<file path="src/rtl/booth_pkg.sv">
// Shared types and build-dependent constants for the sequential Booth multiplier.
// Build option: define BOOTH_RADIX4_EN for radix-4 recoding (two bits retired per clock).
package booth_pkg;

`ifdef BOOTH_RADIX4_EN
  localparam int unsigned BOOTH_RADIX = 4;
`else
  localparam int unsigned BOOTH_RADIX = 2;
`endif

  // Multiplier bits retired per iteration.
  localparam int unsigned BOOTH_SHIFT = BOOTH_RADIX / 2;

  typedef enum logic [1:0] {
    IDLE = 2'd0,
    RUN  = 2'd1,
    DONE = 2'd2
  } state_t;

  // Operand width after sign/zero extension; radix-4 needs an even bit count.
  function automatic int unsigned booth_ext_width(input int unsigned width);
    int unsigned w1;
    w1 = width + 1;
    if (BOOTH_RADIX == 4)
      return w1 + (w1 % 2);
    else
      return w1;
  endfunction

  function automatic int unsigned booth_iters(input int unsigned width);
    return booth_ext_width(width) / BOOTH_SHIFT;
  endfunction

endpackage

</file>
<file path="src/rtl/booth_recoder.sv">
// Booth digit recoder: maps {Q[1], Q[0], Q_1} to a signed multiple of M in {0, +-1, +-2}.
// A radix-2 digit is fed as {Q[0], Q[0], Q_1}, which this table maps to 0/+M/-M.
module booth_recoder (
  input  logic [2:0] digit_i,
  output logic       neg_o,
  output logic       zero_o,
  output logic       two_o
);

  always_comb begin
    zero_o = (digit_i == 3'b000) || (digit_i == 3'b111);
    two_o  = (digit_i == 3'b011) || (digit_i == 3'b100);
    neg_o  = digit_i[2] && !zero_o;
  end

endmodule

</file>
<file path="src/rtl/booth_mult_seq.sv">
// Iterative signed/unsigned Booth multiplier with start/busy/done handshake.
// Build option: BOOTH_RADIX4_EN selects radix-4 (fewer iterations); default is radix-2.
module booth_mult_seq
  import booth_pkg::*;
#(
  parameter int unsigned WIDTH = 16
) (
  input  logic                 clk,
  input  logic                 rst,
  input  logic                 start,
  input  logic                 signed_mode,
  input  logic [WIDTH-1:0]     multiplicand,
  input  logic [WIDTH-1:0]     multiplier,
  output logic                 busy,
  output logic                 done,
  output logic [2*WIDTH-1:0]   product
);

  localparam int unsigned WX = booth_ext_width(WIDTH);
  localparam int unsigned XE = WX - WIDTH;
  localparam int unsigned WA = WX + BOOTH_SHIFT;
  localparam int unsigned N  = booth_iters(WIDTH);
  localparam int unsigned CW = $clog2(N + 1);

  state_t               state_q, state_d;
  logic [WA-1:0]        a_q, a_d;
  logic [WX-1:0]        q_q, q_d;
  logic                 q1_q, q1_d;
  logic [WX-1:0]        m_q, m_d;
  logic [CW-1:0]        cnt_q, cnt_d;
  logic [2*WIDTH-1:0]   prod_q, prod_d;
  logic                 done_q, done_d;

  logic [2:0]           digit;
  logic                 dig_neg, dig_zero, dig_two;
  logic [WA-1:0]        m_ext, mag, addend, sum;
  logic signed [WA+WX:0] shreg;

`ifdef BOOTH_RADIX4_EN
  assign digit = {q_q[1], q_q[0], q1_q};
`else
  assign digit = {q_q[0], q_q[0], q1_q};
`endif

  booth_recoder u_recoder (
    .digit_i (digit),
    .neg_o   (dig_neg),
    .zero_o  (dig_zero),
    .two_o   (dig_two)
  );

  // One iteration: add the selected multiple to A, then shift {A,Q,Q_1} arithmetically.
  always_comb begin
    m_ext  = {{BOOTH_SHIFT{m_q[WX-1]}}, m_q};
    mag    = dig_two ? (m_ext << 1) : m_ext;
    addend = dig_zero ? '0 : (dig_neg ? -mag : mag);
    sum    = a_q + addend;
    shreg  = $signed({sum, q_q, q1_q}) >>> BOOTH_SHIFT;
  end

  always_ff @(posedge clk or posedge rst) begin
    if (rst) begin
      state_q <= IDLE;
      a_q     <= '0;
      q_q     <= '0;
      q1_q    <= 1'b0;
      m_q     <= '0;
      cnt_q   <= '0;
      prod_q  <= '0;
      done_q  <= 1'b0;
    end else begin
      state_q <= state_d;
      a_q     <= a_d;
      q_q     <= q_d;
      q1_q    <= q1_d;
      m_q     <= m_d;
      cnt_q   <= cnt_d;
      prod_q  <= prod_d;
      done_q  <= done_d;
    end
  end

  always_comb begin
    state_d = state_q;
    a_d     = a_q;
    q_d     = q_q;
    q1_d    = q1_q;
    m_d     = m_q;
    cnt_d   = cnt_q;
    prod_d  = prod_q;
    done_d  = 1'b0;
    unique case (state_q)
      IDLE: begin
        if (start) begin
          a_d     = '0;
          q_d     = {{XE{signed_mode & multiplier[WIDTH-1]}}, multiplier};
          m_d     = {{XE{signed_mode & multiplicand[WIDTH-1]}}, multiplicand};
          q1_d    = 1'b0;
          cnt_d   = CW'(N);
          state_d = RUN;
        end
      end
      RUN: begin
        a_d   = shreg[WA+WX:WX+1];
        q_d   = shreg[WX:1];
        q1_d  = shreg[0];
        cnt_d = cnt_q - CW'(1);
        if (cnt_q == CW'(1))
          state_d = DONE;
      end
      DONE: begin
        prod_d  = (2*WIDTH)'({a_q, q_q});
        done_d  = 1'b1;
        state_d = IDLE;
      end
      default: state_d = IDLE;
    endcase
  end

  always_comb begin
    busy    = (state_q != IDLE);
    done    = done_q;
    product = prod_q;
  end

endmodule
</file>
<file path="config.mk">
export PLATFORM = sky130hd
export DESIGN_NAME = booth_mult_seq
export DESIGN_NICKNAME = d
export VERILOG_FILES = /design/src/rtl/booth_pkg.sv /design/src/rtl/booth_recoder.sv /design/src/rtl/booth_mult_seq.sv
export SDC_FILE = /design/constraint.sdc
export NUM_CORES = 1
export LEC_CHECK = 0
export BUFFER_PORTS_ARGS = -buffer_cell sky130_fd_sc_hd__buf_4
export CAP_MARGIN = 15
export CORE_AREA = 2 2 84 118
export DETAILED_ROUTE_END_ITERATION = 16
export DIE_AREA = 0 0 86 120
export HOLD_SLACK_MARGIN = 0.05
export PLACE_DENSITY = 0.78
export SLEW_MARGIN = 20
export SYNTH_ARGS = -nofsm -noshare
export SYNTH_HDL_FRONTEND = slang
export SYNTH_HIERARCHICAL = 1
export SYNTH_SLANG_ARGS = --single-unit
</file>
<file path="constraint.sdc">
create_clock -name clk -period 5.85 [get_ports clk]
set_clock_uncertainty 0.15 [all_clocks]
set_input_delay 0.585 -clock clk [delete_from_list [all_inputs] [get_ports clk]]
set_output_delay 0.585 -clock clk [all_outputs]
set_load 0.005 [all_outputs]
</file>
# == Word-level counts from Yosys, hierarchy flattened ==
# Index checks and enable logic that the tools add are counted.
# totals
inputBits,36
mem_count,0
mem_bits_rw,0
romBits,0
elab_cells,47
latchBits,0
register_bits,93
# classes
eq_ne,8
bitwise,2
n_div,0
n_reduce_logical,11
add_sub_neg,3
n_mul,0
n_lt_le_gt_ge,0
muxes,15
shift,0
# op_table
op,count
two-way mux 18 bit,3
one-hot mux 18 bit (2 select lines),1
two-way mux 17 bit,2
one-hot mux 17 bit (2 select lines),1
adder 18 bit,1
negator 18 bit,1
one-hot mux 5 bit (2 select lines),1
equality test 3 bit (second input constant),2
AND reduction 2 bit,3
equality test 5 x 1 -> 1 bit (second input constant),1
two-way mux 5 bit,1
subtractor 5 x 1 -> 5 bit (second input constant),1
two-way mux 2 bit,2
inequality test 2 bit (second input constant),2
one-hot mux 2 bit (2 select lines),1
nonzero test 2 bit,2
equality test 3 x 2 -> 1 bit (second input constant),1
logical NOT 3 bit,1
AND 1 bit,2
equality test 2 x 1 -> 1 bit (second input constant),1
equality test 2 bit (second input constant),1
logical NOT 2 bit,1
logical OR 1 bit,2
two-way mux 1 bit,2
other kinds (3),3

# == Depth between registers and ports, before layout ==
# Gate-level depths: netlist of the first run.
# depth
depth_word,8
mapped_depth,20
ltp_nobuf,17

# == Hierarchy ==
# The synthesis of the first run kept the hierarchy.
# by_module_without_submodules
mod,seq_area_each_um2,n_inst,area_per_inst_um2,cells_each
booth_mult_seq,2302.2,1,5183.7,556
booth_recoder,0.0,1,37.5,7

# == Least setup slack after synthesis of the first run ==
# No wires, ideal clock.
# synth_path
path_kind,reg-to-reg
from,register q_q[0]
to,register a_q[16]
slack_ns,0.995
stages_incl_launch_ff,19
arrival_ns,4.581
setup_time_ns,0.124
cell_sequence,dfrtp_1 -> nand2b_1 -> o22ai_1 -> clkbuf_1 -> clkbuf_1 -> buf_2 -> mux2i_1 -> ha_1 -> a41o_1 -> o2111ai_1 -> xor2_1 -> nor2_1 -> ha_1 -> or2_2 -> a21oi_1 -> nor4_1 -> or4_4 -> and3_4 -> a211o_1
# synth_between
elab_chain_cells,8
# synth_lines
item,line_no,text
"start, declared",booth_mult_seq.sv:27,"logic [WX-1:0] q_q, q_d;"
"start signal, assigned",booth_mult_seq.sv:74,q_q <= q_d;
equality test 3 x 2 -> 1 bit or equality test 3 bit (tied branches),booth_recoder.sv:12,two_o = (digit_i == 3'b011) || (digit_i == 3'b100);
logical OR 1 bit (*),booth_recoder.sv:12,
named net dig_two,booth_mult_seq.sv:35,"logic dig_neg, dig_zero, dig_two;"
two-way mux 17 bit (*),booth_mult_seq.sv:55,mag = dig_two ? (m_ext << 1) : m_ext;
negator 18 bit,booth_mult_seq.sv:56,addend = dig_zero ? '0 : (dig_neg ? -mag : mag);
two-way mux 18 bit (*) (2 in series),booth_mult_seq.sv:56,
adder 18 bit (*),booth_mult_seq.sv:57,sum = a_q + addend;
one-hot mux 18 bit (2 select lines) (*),booth_mult_seq.sv:92,unique case (state_q)
"end signal, assigned",booth_mult_seq.sv:64,a_q <= '0;
"end signal, assigned",booth_mult_seq.sv:73,a_q <= a_d;
"end, declared",booth_mult_seq.sv:26,"logic [WA-1:0] a_q, a_d;"
# Mark *: on every way through the listed nets, which the timed path passes. The rest lies on a longest branch.
# A chain may end at the register's enable or synchronous reset.

# == Worst setup path in the final report of the first run ==
# Same ends and word-level chain as after synthesis.

==> results of run 1 <==
-- worst max-delay path, stage by stage, from the launching register on --
cell and delay, ns:
dfrtp_1 0.48, nand2b_1 0.20, o22ai_2 0.60, nor2b_1 0.18
a21oi_1 0.16, o21ai_0 0.08, a2111oi_0 0.73, ha_1 0.43
nor3_2 0.21, nor3_1 0.10, a211oi_2 0.32, nor4_1 0.12
or4_4 0.50, and3_4 0.19, a211o_1 0.25
-- kinds of logic after synthesis --
logic type / after synthesis
simple gates: 219
fa+ha+maj: 21
flops: 92
mux: 37
buf+inv: 43
xor+xnor: 23
compound gates: 128
-- per-layer routing --
metal,GRT usage (%),vias to the layer above,share of wire (%),wire length (um)
li1,-,2102,-,-
met1,28.0,2031,40,4650
met2,41.7,89,53,6140
met3,5.02,28,4.4,514
met4,11.1,0,3.0,348
met5,0,-,0,0
-- synth_stat cells, types with 5 or more instances --
cell type  instances
a21oi_1           33
a22oi_1           16
and2_1             5
clkbuf_1          24
dfrtp_1           92
ha_1              20
inv_1             15
mux2_2            33
nand2_1          107
nand2b_1           8
nand3_1           23
nor2_1            34
nor2b_1           12
nor3_1             9
o21ai_0           32
o31ai_1            5
xnor2_1           12
xor2_1            11
-- sequential cells by signal (all words and copies together) (netlist names) --
register and count:
m_q 17, product 32, q1_q 1, q_q 17, done 1, cnt_q 5, state_q 2, a_q 17
-- worst max path at each step --
stage | start | endpoint | slack [ns] | cells past startpoint
6_report | q_q[0] | a_q[16] | 1.03 | 14
5_1_grt | q_q[0] | a_q[16] | 0.68 | 15
4_1_cts | q_q[0] | a_q[16] | 1.05 | 15
3_5_place_dp | q_q[0] | a_q[16] | 1.07 | 15
3_3_place_gp | q_q[0] | a_q[16] | 1.21 | 15
2_1_floorplan | q_q[0] | a_q[16] | 1.0 | 18
-- layout make-up --
cell class / count / area, um2
Timing Repair Buffer: 77 / 584
Multi-Input combinational cell: 428 / 2770
Tap cell: 110 / 138
Clock inverter: 5 / 61.3
Sequential cell: 92 / 2300
Inverter: 15 / 57.6
Clock buffer: 10 / 239
Fill cell: 762 / 3150
-- per-stage QoR --
step | std cells | utilization, % | setup WS, ns | hold slack [ns] | instance area [um2]
after global routing | 737 | 66.1 | 0.677 | 0.287 | 6150
after floorplan | 563 | - | 0.995 | 0.296 | 5220
after CTS | 737 | 66.0 | 1.05 | 0.275 | 6140
after detailed placement | 721 | 62.7 | 1.07 | 0.283 | 5830
after global placement | 721 | 62.7 | 1.21 | 0.282 | 5830
final | 737 | 66.1 | 1.03 | 0.284 | 6150
==> summary.txt, run 1 <==
Synth
  • Complex-gate fraction of the synthesized area: 16.1%
  • Largest family of logic cells by synthesized area: simple AND/OR/NAND/NOR gates
  • Syn_area_per_cell: 9.27 um2
  • Sequential fraction of the synthesis area: 44.1%
  • Synthesized area: 5220 um2
  • Async S/R FF share, synth: 100%
  • Yosys warnings: 6
  • Area leader, netlist: dfrtp_1
  • Synth Area in Simple Gates: 19.6%
  • Mapped Nets: 620
  • XOR/XNOR Fraction of Synth Area: 3.86%
  • Synthesized netlist cell count: 563
  • Synth top area share: 44.1%
  • Adder-Cell Fraction of Synth Area: 5.18%
  • Predominant post-synthesis flop cell: dfrtp_1
  • Post-synthesis mux area share: 7.98%
  • Yosys cell types: 62
  • Yosys reg bits: 92
  • Top cells by area, synth: dfrtp_1, nand2_1, mux2_2, ha_1, a21oi_1
  • Post-synth EDFFs: 0

Finish
  • Commonest non-fill, non-tap cell in the layout: nand2_1
  • Most frequent cells in the layout: nand2_1, dfrtp_1, buf_4
  • Layout cell share with drive strength beyond 1: 22.8%
  • Final net count: 680
  • Layout area overhead: 17.7%
  • Antenna cells: 0

Place
  • Final Wtd Congestion: 0.916
  • Port-buffer cells: 69
  • Post-detail-place hpwl: 8280 um

Floorplan
  • Die width: 86 um
  • I/O Pins: 70
  • # rows: 42
  • Starting density of the core: 56.1%
  • Vert. Die Dim: 120 um
  • Core box area: 9300 um2
  • Die ar.: 10300 um2

GRT
  • Tot GR Track Use: 24.0%
  • Largest net degree at the start of global routing: 92
  • Initial antenna violation count: 0
  • Global-route wire length before repair: 19700 um
  • Number of global-route vias before repair: 4333
  • Total congestion overflow: 0

Routing
  • DR pass1 iterations: 4
  • Total number of vias: 4250
  • DRC viols: 0
  • Drt wl/cell: 15.8 um
  • DRT iter0 DRCs: 204
  • Final WL: 11700 um
  • Vias/cell: 5.77
  • Post-route ant nets: 0

Timing
  • RSZ-0062 raised after global routing: no
  • Final Hold Vio Count: 0
  • TNS Setup: 0 ns
  • Worst slew margin: 44.9%
  • Final period util: 82.4%
  • Fmax: 0.207 GHz
  • Fin. max-slew vios: 0
  • Setup violations, final: 0
  • Min cycle time layout: 4.82 ns
  • Slew at the pin with the worst max-slew slack: 0.827 ns

Clocking
  • Sink Count: 92
  • Clk pin slew, worst setup/hold paths: 0.06 ns
  • CTS tree: yes
  • # H-tree levels: 3
  • Hold Buf Count CTS: 1
  • Total CTS buffers: 9
  • CTS resizes: 0
  • Clock root cell: clkbuf_16
  • Clk Latency, worst-skew pair: 0.34 ns
  • Postcts setup bufs: 0
  • Clk buf depth: 2

Run
  • Max-cap violations: 0

Critical path
  • Reg2Reg Setup Slack: 1.03 ns
  • Worst Path Required: 5.93 ns
  • R2R cell count: 14
  • Crit Path Class: reg2reg
  • Reg2reg start: q_q[0]
  • CP Max Fanout: 21
  • Worst EP arrival: 4.90 ns
  • Worst setup EP type: flop
  • FF-to-FF End: a_q[16]
  • Setup crit start kind: flop

Run status
  • Outcome: completed

Min path
  • Hold Path End: m_q[12]
  • Hold path start: multiplicand[12]
  • Hold path depth: 3
  • Hold WC Path Type: in2reg
Power of run 1 is left out: the tool's default activity adds up to more than one toggle a clock period on the data nets, which glitch-free logic cannot reach.
==> inputs of run 2 (changes only) <==
Settings changed: ABC_AREA set to 1, CORE_AREA 2 2 84 118 to 2 2 88 123, DIE_AREA 0 0 86 120 to 0 0 90 125, PLACE_DENSITY 0.78 to 0.74.
Clock period 5.85 ns to 4.4 ns, I/O delays scaled along.
==> run 2 against run 1 <==
  * Setup slack worse by 0.64 ns
  * Utilization shrank 6.6 points
  * First-iteration DRC count increased by 57%
  * Via count increased by 5.5%
  * Register-to-register slack worse by 0.64 ns
  * Fmax is 20% higher
  * Critical endpoint is now a_q[15]
  * Largest cell class unchanged
==> summary.txt, run 2 <==
Clocking
  • # H-tree levels: 3 (unchanged)
  • Postcts setup bufs: 0 (unchanged)
  • Total CTS buffers: 9 (unchanged)
  • Clk buf depth: 2 (unchanged)
  • Sink Count: 92 (unchanged)
  • CTS tree: yes (unchanged)
  • Clk pin slew, worst setup/hold paths: 0.07 ns (was 0.06 ns)
  • Hold Buf Count CTS: 0 (was 1)
  • Clk Latency, worst-skew pair: 0.34 ns (about the same)
  • Clock root cell: clkbuf_16 (unchanged)

Floorplan
  • Core box area: 10200 um2 (was 9300 um2)
  • Vert. Die Dim: 125 um (was 120 um)
  • Starting density of the core: 50.2% (was 56.1%)
  • # rows: 44 (was 42)
  • I/O Pins: 70 (unchanged)
  • Die width: 90 um (was 86 um)
  • Die ar.: 11300 um2 (was 10300 um2)

Critical path
  • Crit Path Class: reg2reg (unchanged)
  • Reg2Reg Setup Slack: 0.39 ns (was 1.03 ns)
  • CP Max Fanout: 16 (was 21)
  • Largest stage delay, worst path: 0.47 ns (was 0.73 ns)
  • Worst path most repeated cell: nand2_1
  • Delay-heaviest family, CP: simple AND/OR/NAND/NOR gates (was compound AO/OA/AOI/OAI gates)
  • Cells along the critical path: inv_1 -> nand3_1 -> nand2_1 -> inv_8 -> nand2_1 -> nand2_2 -> nand2_1 -> nor2_1 -> nand2_1 -> nand2_2 -> nand2_1 -> o21ai_0 -> a21oi_1 -> ha_1 -> a21oi_1 -> o21ai_0 -> a21oi_1 -> o21ai_0 -> o21ai_0 -> nand2_1 (was nand2b_1 -> o22ai_2 -> nor2b_1 -> a21oi_1 -> o21ai_0 -> a2111oi_0 -> ha_1 -> nor3_2 -> nor3_1 -> a211oi_2 -> nor4_1 -> or4_4 -> and3_4 -> a211o_1)
  • Worst EP arrival: 4.09 ns (was 4.90 ns)
  • WP buf/inv: 2 (was 0)
  • Worst Path Required: 4.48 ns (was 5.93 ns)
  • Worst setup EP type: flop (unchanged)
  • Setup crit start kind: flop (unchanged)
  • Slowest cell on crit path: dfrtp_1 (was a2111oi_0)

Finish
  • Layout cell share with drive strength beyond 1: 15.3% (was 22.8%)
  • Layout area overhead: 18.5% (was 17.7%)
  • Most frequent cells in the layout: nand2_1, o21ai_0, dfrtp_1 (was nand2_1, dfrtp_1, buf_4)
  • Antenna cells: 0 (unchanged)
  • Final net count: 777 (was 680)
  • Commonest non-fill, non-tap cell in the layout: nand2_1 (unchanged)
  • Max reg flops: 32 (unchanged)
  • # fillers: 964 (was 762)

Synth
  • Synthesized netlist cell count: 656 (was 563)
  • Mapped Nets: 713 (was 620)
  • Predominant post-synthesis flop cell: dfrtp_1 (unchanged)
  • Area leader, netlist: dfrtp_1 (unchanged)
  • Top cells by area, synth: dfrtp_1, nand2_1, o21ai_0, inv_1, ha_1 (was dfrtp_1, nand2_1, mux2_2, ha_1, a21oi_1)
  • Yosys warnings: 6 (unchanged)
  • Synthesized area: 5140 um2 (was 5220 um2)
  • Syn_area_per_cell: 7.83 um2 (was 9.27 um2)
  • Yosys reg bits: 92 (unchanged)
  • Count leader, synth: nand2_1 (unchanged)
  • Synth top area share: 44.8% (was 44.1%)
  • Yosys cell types: 47 (was 62)
  • Top cells by count, synth: nand2_1, o21ai_0, dfrtp_1 (was nand2_1, dfrtp_1, nor2_1)
  • Async S/R FF share, synth: 100% (unchanged)
  • Sequential fraction of the synthesis area: 44.8% (was 44.1%)
  • Post-synth EDFFs: 0 (unchanged)

Timing
  • Fmax: 0.249 GHz (was 0.207 GHz)
  • Slew at the pin with the worst max-slew slack: 0.964 ns (was 0.827 ns)
  • Fin. max-slew vios: 0 (unchanged)
  • Setup violations, final: 0 (unchanged)
  • Post-route setup slack: 0.392 ns (was 1.03 ns)
  • Final Hold Vio Count: 0 (unchanged)
  • Min cycle time layout: 4.01 ns (was 4.82 ns)
  • Final period util: 91.1% (was 82.4%)
  • Worst slew margin: 35.5% (was 44.9%)
  • TNS Setup: 0 ns (unchanged)
  • RSZ-0062 raised after global routing: no (unchanged)

Routing
  • Drt wl/cell: 14.4 um (was 15.8 um)
  • DRC viols: 0 (unchanged)
  • DR pass1 iterations: 5 (was 4)
  • Vias/cell: 5.19 (was 5.77)
  • DRT iter0 DRCs: 321 (was 204)
  • Post-route ant nets: 0 (unchanged)
  • Total number of vias: 4483 (was 4250)
  • Final WL: 12400 um (was 11700 um)

Place
  • Final Wtd Congestion: 0.887 (was 0.916)
  • Worst Setup Slack post-DPL: 0.488 ns (was 1.07 ns)
  • Post-detail-place hpwl: 9030 um (was 8280 um)
  • Port-buffer cells: 69 (unchanged)

Min path
  • Hold WC Path Type: in2async (was in2reg)

GRT
  • Initial antenna violation count: 0 (unchanged)
  • Number of global-route vias before repair: 4403 (was 4333)
  • Largest net degree at the start of global routing: 63 (was 92)
  • Global-route wire length before repair: 20700 um (was 19700 um)
  • Tot GR Track Use: 22.6% (was 24.0%)
  • Total congestion overflow: 0 (unchanged)

Run
  • Max-cap violations: 0 (unchanged)

Run status
  • Outcome: completed (unchanged)
run 2: changes by cell type after synthesis, moves of 12 or more:
| cell | previous run | this run |
|---|---|---|
| inv_1 | 15 | 84 |
| nand2_1 | 107 | 174 |
| o21ai_0 | 32 | 96 |
| mux2_2 | 33 | 0 |
| nor2b_1 | 12 | 0 |
run 2: area by class of cell:
type / count / area [um2] / area share, %
Clock buffer: 10 / 229 / 3.76
Clock inverter: 6 / 95.1 / 1.56
Inverter: 88 / 340 / 5.59
Multi-Input combinational cell: 454 / 2390 / 39.2
Sequential cell: 92 / 2300 / 37.8
Tap cell: 138 / 173 / 2.83
Timing Repair Buffer: 75 / 563 / 9.24
run 2: logic make-up (layout without fill, tap and decap cells):
kind of cell	after synthesis	in the layout	share of synthesized area (%)
flops	92	92	44.8
mux	1	1	0.195
buf+inv	110	179	8.81
fa+ha+maj	21	21	5.26
xor+xnor	6	6	1.02
compound gates	177	177	19.6
simple gates	249	249	20.3
run 2: worst paths after layout:
| path | startpoint | endpoint | cells after the start |
|---|---|---|---|
| worst min register to register | cnt_q[4] | cnt_q[4] | 1 |
| min in group clk | multiplicand[12] | m_q[12] | 3 |
| worst min-delay path | rst | product[2] | 2 |
| worst max-delay path | q_q[0] | a_q[15] | 20 |
| worst max register to register | q_q[0] | a_q[15] | 20 |
| max in group asynchronous | rst | a_q[6] | 3 |
run 2: stage by stage:
stage / area, um2 / util, % / hold slack [ns] / cells
6_report: 6090 / 59.5 / 0.0472 / 863
3_3_place_gp: 5770 / 56.3 / 0.310 / 847
4_1_cts: 6090 / 59.5 / 0.144 / 863
3_5_place_dp: 5770 / 56.3 / 0.324 / 847
5_1_grt: 6090 / 59.5 / 0.125 / 863
2_1_floorplan: 5140 / - / 0.293 / 656
run 2: repair_timing:
item	in CTS	in global routing
hold endpoints to repair	0	0
setup endpoints to repair	0	1
resized for setup	0	1
run 2: routing by layer:
| metal | track usage (%) | up-vias | routed length (um) | share of wire, % |
|---|---|---|---|---|
| met3 | 3.43 | 7 | 543 | 4.4 |
| met4 | 6.43 | 0 | 84 | 0.68 |
| met5 | 0 | - | 0 | 0 |
| met2 | 41.2 | 85 | 6550 | 53 |
| li1 | - | 2287 | - | - |
| met1 | 27.8 | 2104 | 5220 | 42 |
Power of run 2 is left out for the same reason.
==> inputs of run 3 (changes only) <==
Settings changed: PLACE_DENSITY 0.74 to not set, PLACE_DENSITY_LB_ADDON set to 0.1.
==> run 3 against run 2 <==
  * Global-route usage increased by 0.58 points
  * Count of clock-buffer cells in the layout increased by 1
  * Utilization decreased by 0.31 points
  * Flip-flop and latch count unchanged
  * Via count decreased by 0.38%
  * Wire length decreased by 0.46%
  * Fmax increased by 4.1%
  * Largest cell class unchanged
==> summary.txt, run 3 (same netlist as run 2, synthesis figures left out) <==
Critical path
  • WP buf/inv: 2 (unchanged)
  • Delay-heaviest family, CP: simple AND/OR/NAND/NOR gates (unchanged)
  • Worst EP arrival: 3.93 ns (was 4.09 ns)
  • Worst path most repeated cell: nand3_1 (was nand2_1)
  • Cells along the critical path: inv_1 -> nand3_1 -> nand2_2 -> o21ai_0 -> ha_1 -> nand3_4 -> nand2_4 -> nand2_4 -> a21oi_4 -> o21ai_0 -> o21ai_0 -> a21oi_1 -> ha_1 -> nand2_1 -> nor3_1 -> nand2_1 -> inv_1 -> nand4_1 -> nand3_1 -> nand3_1 -> nand3_1 -> nand2_1 (was inv_1 -> nand3_1 -> nand2_1 -> inv_8 -> nand2_1 -> nand2_2 -> nand2_1 -> nor2_1 -> nand2_1 -> nand2_2 -> nand2_1 -> o21ai_0 -> a21oi_1 -> ha_1 -> a21oi_1 -> o21ai_0 -> a21oi_1 -> o21ai_0 -> o21ai_0 -> nand2_1)
  • Crit Path Class: reg2reg (unchanged)
  • Worst Path Required: 4.48 ns (about the same)
  • Largest stage delay, worst path: 0.47 ns (about the same)
  • R2R cell count: 22 (was 20)
  • Setup crit start kind: flop (unchanged)
  • Slowest cell on crit path: dfrtp_1 (unchanged)
  • Worst setup EP type: flop (unchanged)
  • CP Max Fanout: 12 (was 16)
  • WP depth: 22 (was 20)

Timing
  • Min cycle time layout: 3.85 ns (was 4.01 ns)
  • Final period util: 87.5% (was 91.1%)
  • TNS Setup: 0 ns (unchanged)
  • Worst slew margin: 32.9% (was 35.5%)
  • Slew at the pin with the worst max-slew slack: 1.00 ns (was 0.964 ns)
  • Final Hold Vio Count: 0 (unchanged)
  • Fmax: 0.260 GHz (was 0.249 GHz)
  • Fin. max-slew vios: 0 (unchanged)
  • RSZ-0062 raised after global routing: no (unchanged)
  • Setup violations, final: 0 (unchanged)

Finish
  • Most frequent cells in the layout: nand2_1, o21ai_0, dfrtp_1 (unchanged)
  • Max reg flops: 32 (unchanged)
  • Commonest non-fill, non-tap cell in the layout: nand2_1 (unchanged)
  • Layout area overhead: 17.9% (was 18.5%)
  • Layout cell share with drive strength beyond 1: 15.2% (was 15.3%)
  • Final net count: 776 (was 777)
  • Antenna cells: 0 (unchanged)

Run status
  • Outcome: completed (unchanged)

Min path
  • Hold WC Path Type: in2async (unchanged)

Place
  • Final Wtd Congestion: 0.950 (was 0.887)
  • Port-buffer cells: 69 (unchanged)
  • Post-detail-place hpwl: 9020 um (was 9030 um)

Routing
  • Drt wl/cell: 14.3 um (was 14.4 um)
  • Vias/cell: 5.18 (was 5.19)
  • Total number of vias: 4466 (was 4483)
  • DRT iter0 DRCs: 176 (was 321)
  • Post-route ant nets: 0 (unchanged)
  • Final WL: 12300 um (was 12400 um)
  • DRC viols: 0 (unchanged)
  • DR pass1 iterations: 4 (was 5)

Floorplan
  • Vert. Die Dim: 125 um (unchanged)
  • I/O Pins: 70 (unchanged)
  • Core box area: 10200 um2 (unchanged)
  • # rows: 44 (unchanged)
  • Starting density of the core: 50.2% (unchanged)
  • Die ar.: 11300 um2 (unchanged)
  • Die width: 90 um (unchanged)

Clocking
  • Total CTS buffers: 9 (unchanged)
  • CTS tree: yes (unchanged)
  • Clock root cell: clkbuf_16 (unchanged)
  • Clk pin slew, worst setup/hold paths: 0.06 ns (was 0.07 ns)
  • # H-tree levels: 3 (unchanged)
  • Clk Latency, worst-skew pair: 0.34 ns (about the same)
  • Sink Count: 92 (unchanged)
  • Clk buf depth: 2 (unchanged)

GRT
  • Global-route wire length before repair: 21300 um (was 20700 um)
  • Global Route met1 Usage: 26.7% (was 27.8%)
  • Largest net degree at the start of global routing: 63 (unchanged)
  • Met3 usage: 3.43% (unchanged)
  • Tot GR Track Use: 23.2% (was 22.6%)
  • Total congestion overflow: 0 (unchanged)
  • Number of global-route vias before repair: 4653 (was 4403)
  • Most utilized layer in the global route result: met2 (unchanged)
  • Met2 usage: 42.9% (was 41.2%)
  • Initial antenna violation count: 0 (unchanged)

Run
  • Max-cap violations: 0 (unchanged)
run 3: through the flow:
stage | setup slack (ns) | area [um2] | std cells | hold WS [ns] | utilization, %
CTS | 0.400 | 6060 | 862 | 0.148 | 59.1
floorplan | 0.964 | 5140 | 656 | 0.293 | -
finish | 0.549 | 6060 | 862 | 0.0921 | 59.2
global route | 0.189 | 6060 | 862 | 0.159 | 59.2
detailed placement | 0.431 | 5760 | 846 | 0.322 | 56.2
global placement | 0.521 | 5760 | 846 | 0.314 | 56.2
run 3: final timing paths:
| kind | end | slack, ns | startpoint |
|---|---|---|---|
| worst max-delay path | a_q[16] | 0.55 | q_q[0] |
| worst min-delay path | product[2] | 0.09 | rst |
| worst max register to register | a_q[16] | 0.55 | q_q[0] |
| worst min register to register | cnt_q[3] | 0.33 | cnt_q[3] |
| max in group asynchronous | a_q[1] | 3.09 | rst |
| min in group clk | m_q[9] | 0.16 | multiplicand[9] |
run 3: layout make-up:
cell class | count | area [um2]
Sequential cell | 92 | 2300
Tap cell | 138 | 173
Clock inverter | 5 | 57.6
Multi-Input combinational cell | 454 | 2390
Clock buffer | 11 | 243
Fill cell | 988 | 4180
Inverter | 88 | 340
Timing Repair Buffer | 74 | 556
run 3: worst register-to-register path: stages, from the launching register on:
cell and delay (ns):
dfrtp_1 0.47, inv_1 0.11, nand3_1 0.10, nand2_2 0.20, o21ai_0 0.30, ha_1 0.28
nand3_4 0.09, nand2_4 0.09, nand2_4 0.06, a21oi_4 0.15, o21ai_0 0.16, o21ai_0 0.19
a21oi_1 0.09, ha_1 0.41, nand2_1 0.13, nor3_1 0.21, nand2_1 0.08, inv_1 0.07
nand4_1 0.07, nand3_1 0.12, nand3_1 0.09, nand3_1 0.08, nand2_1 0.05
run 3: repair_timing:
item,4_1_cts,5_1_grt
setup endpoints to repair,0,1
buffers inserted,0,0
hold buffers,0,0
gates resized for setup,0,1
run 3: layer usage:
layer,vias to the layer above,part of all wire [%]
li1,2277,-
met1,2091,42
met2,78,53
met3,20,3.1
met4,0,2.8
met5,-,0
Power of run 3 is left out for the same reason.
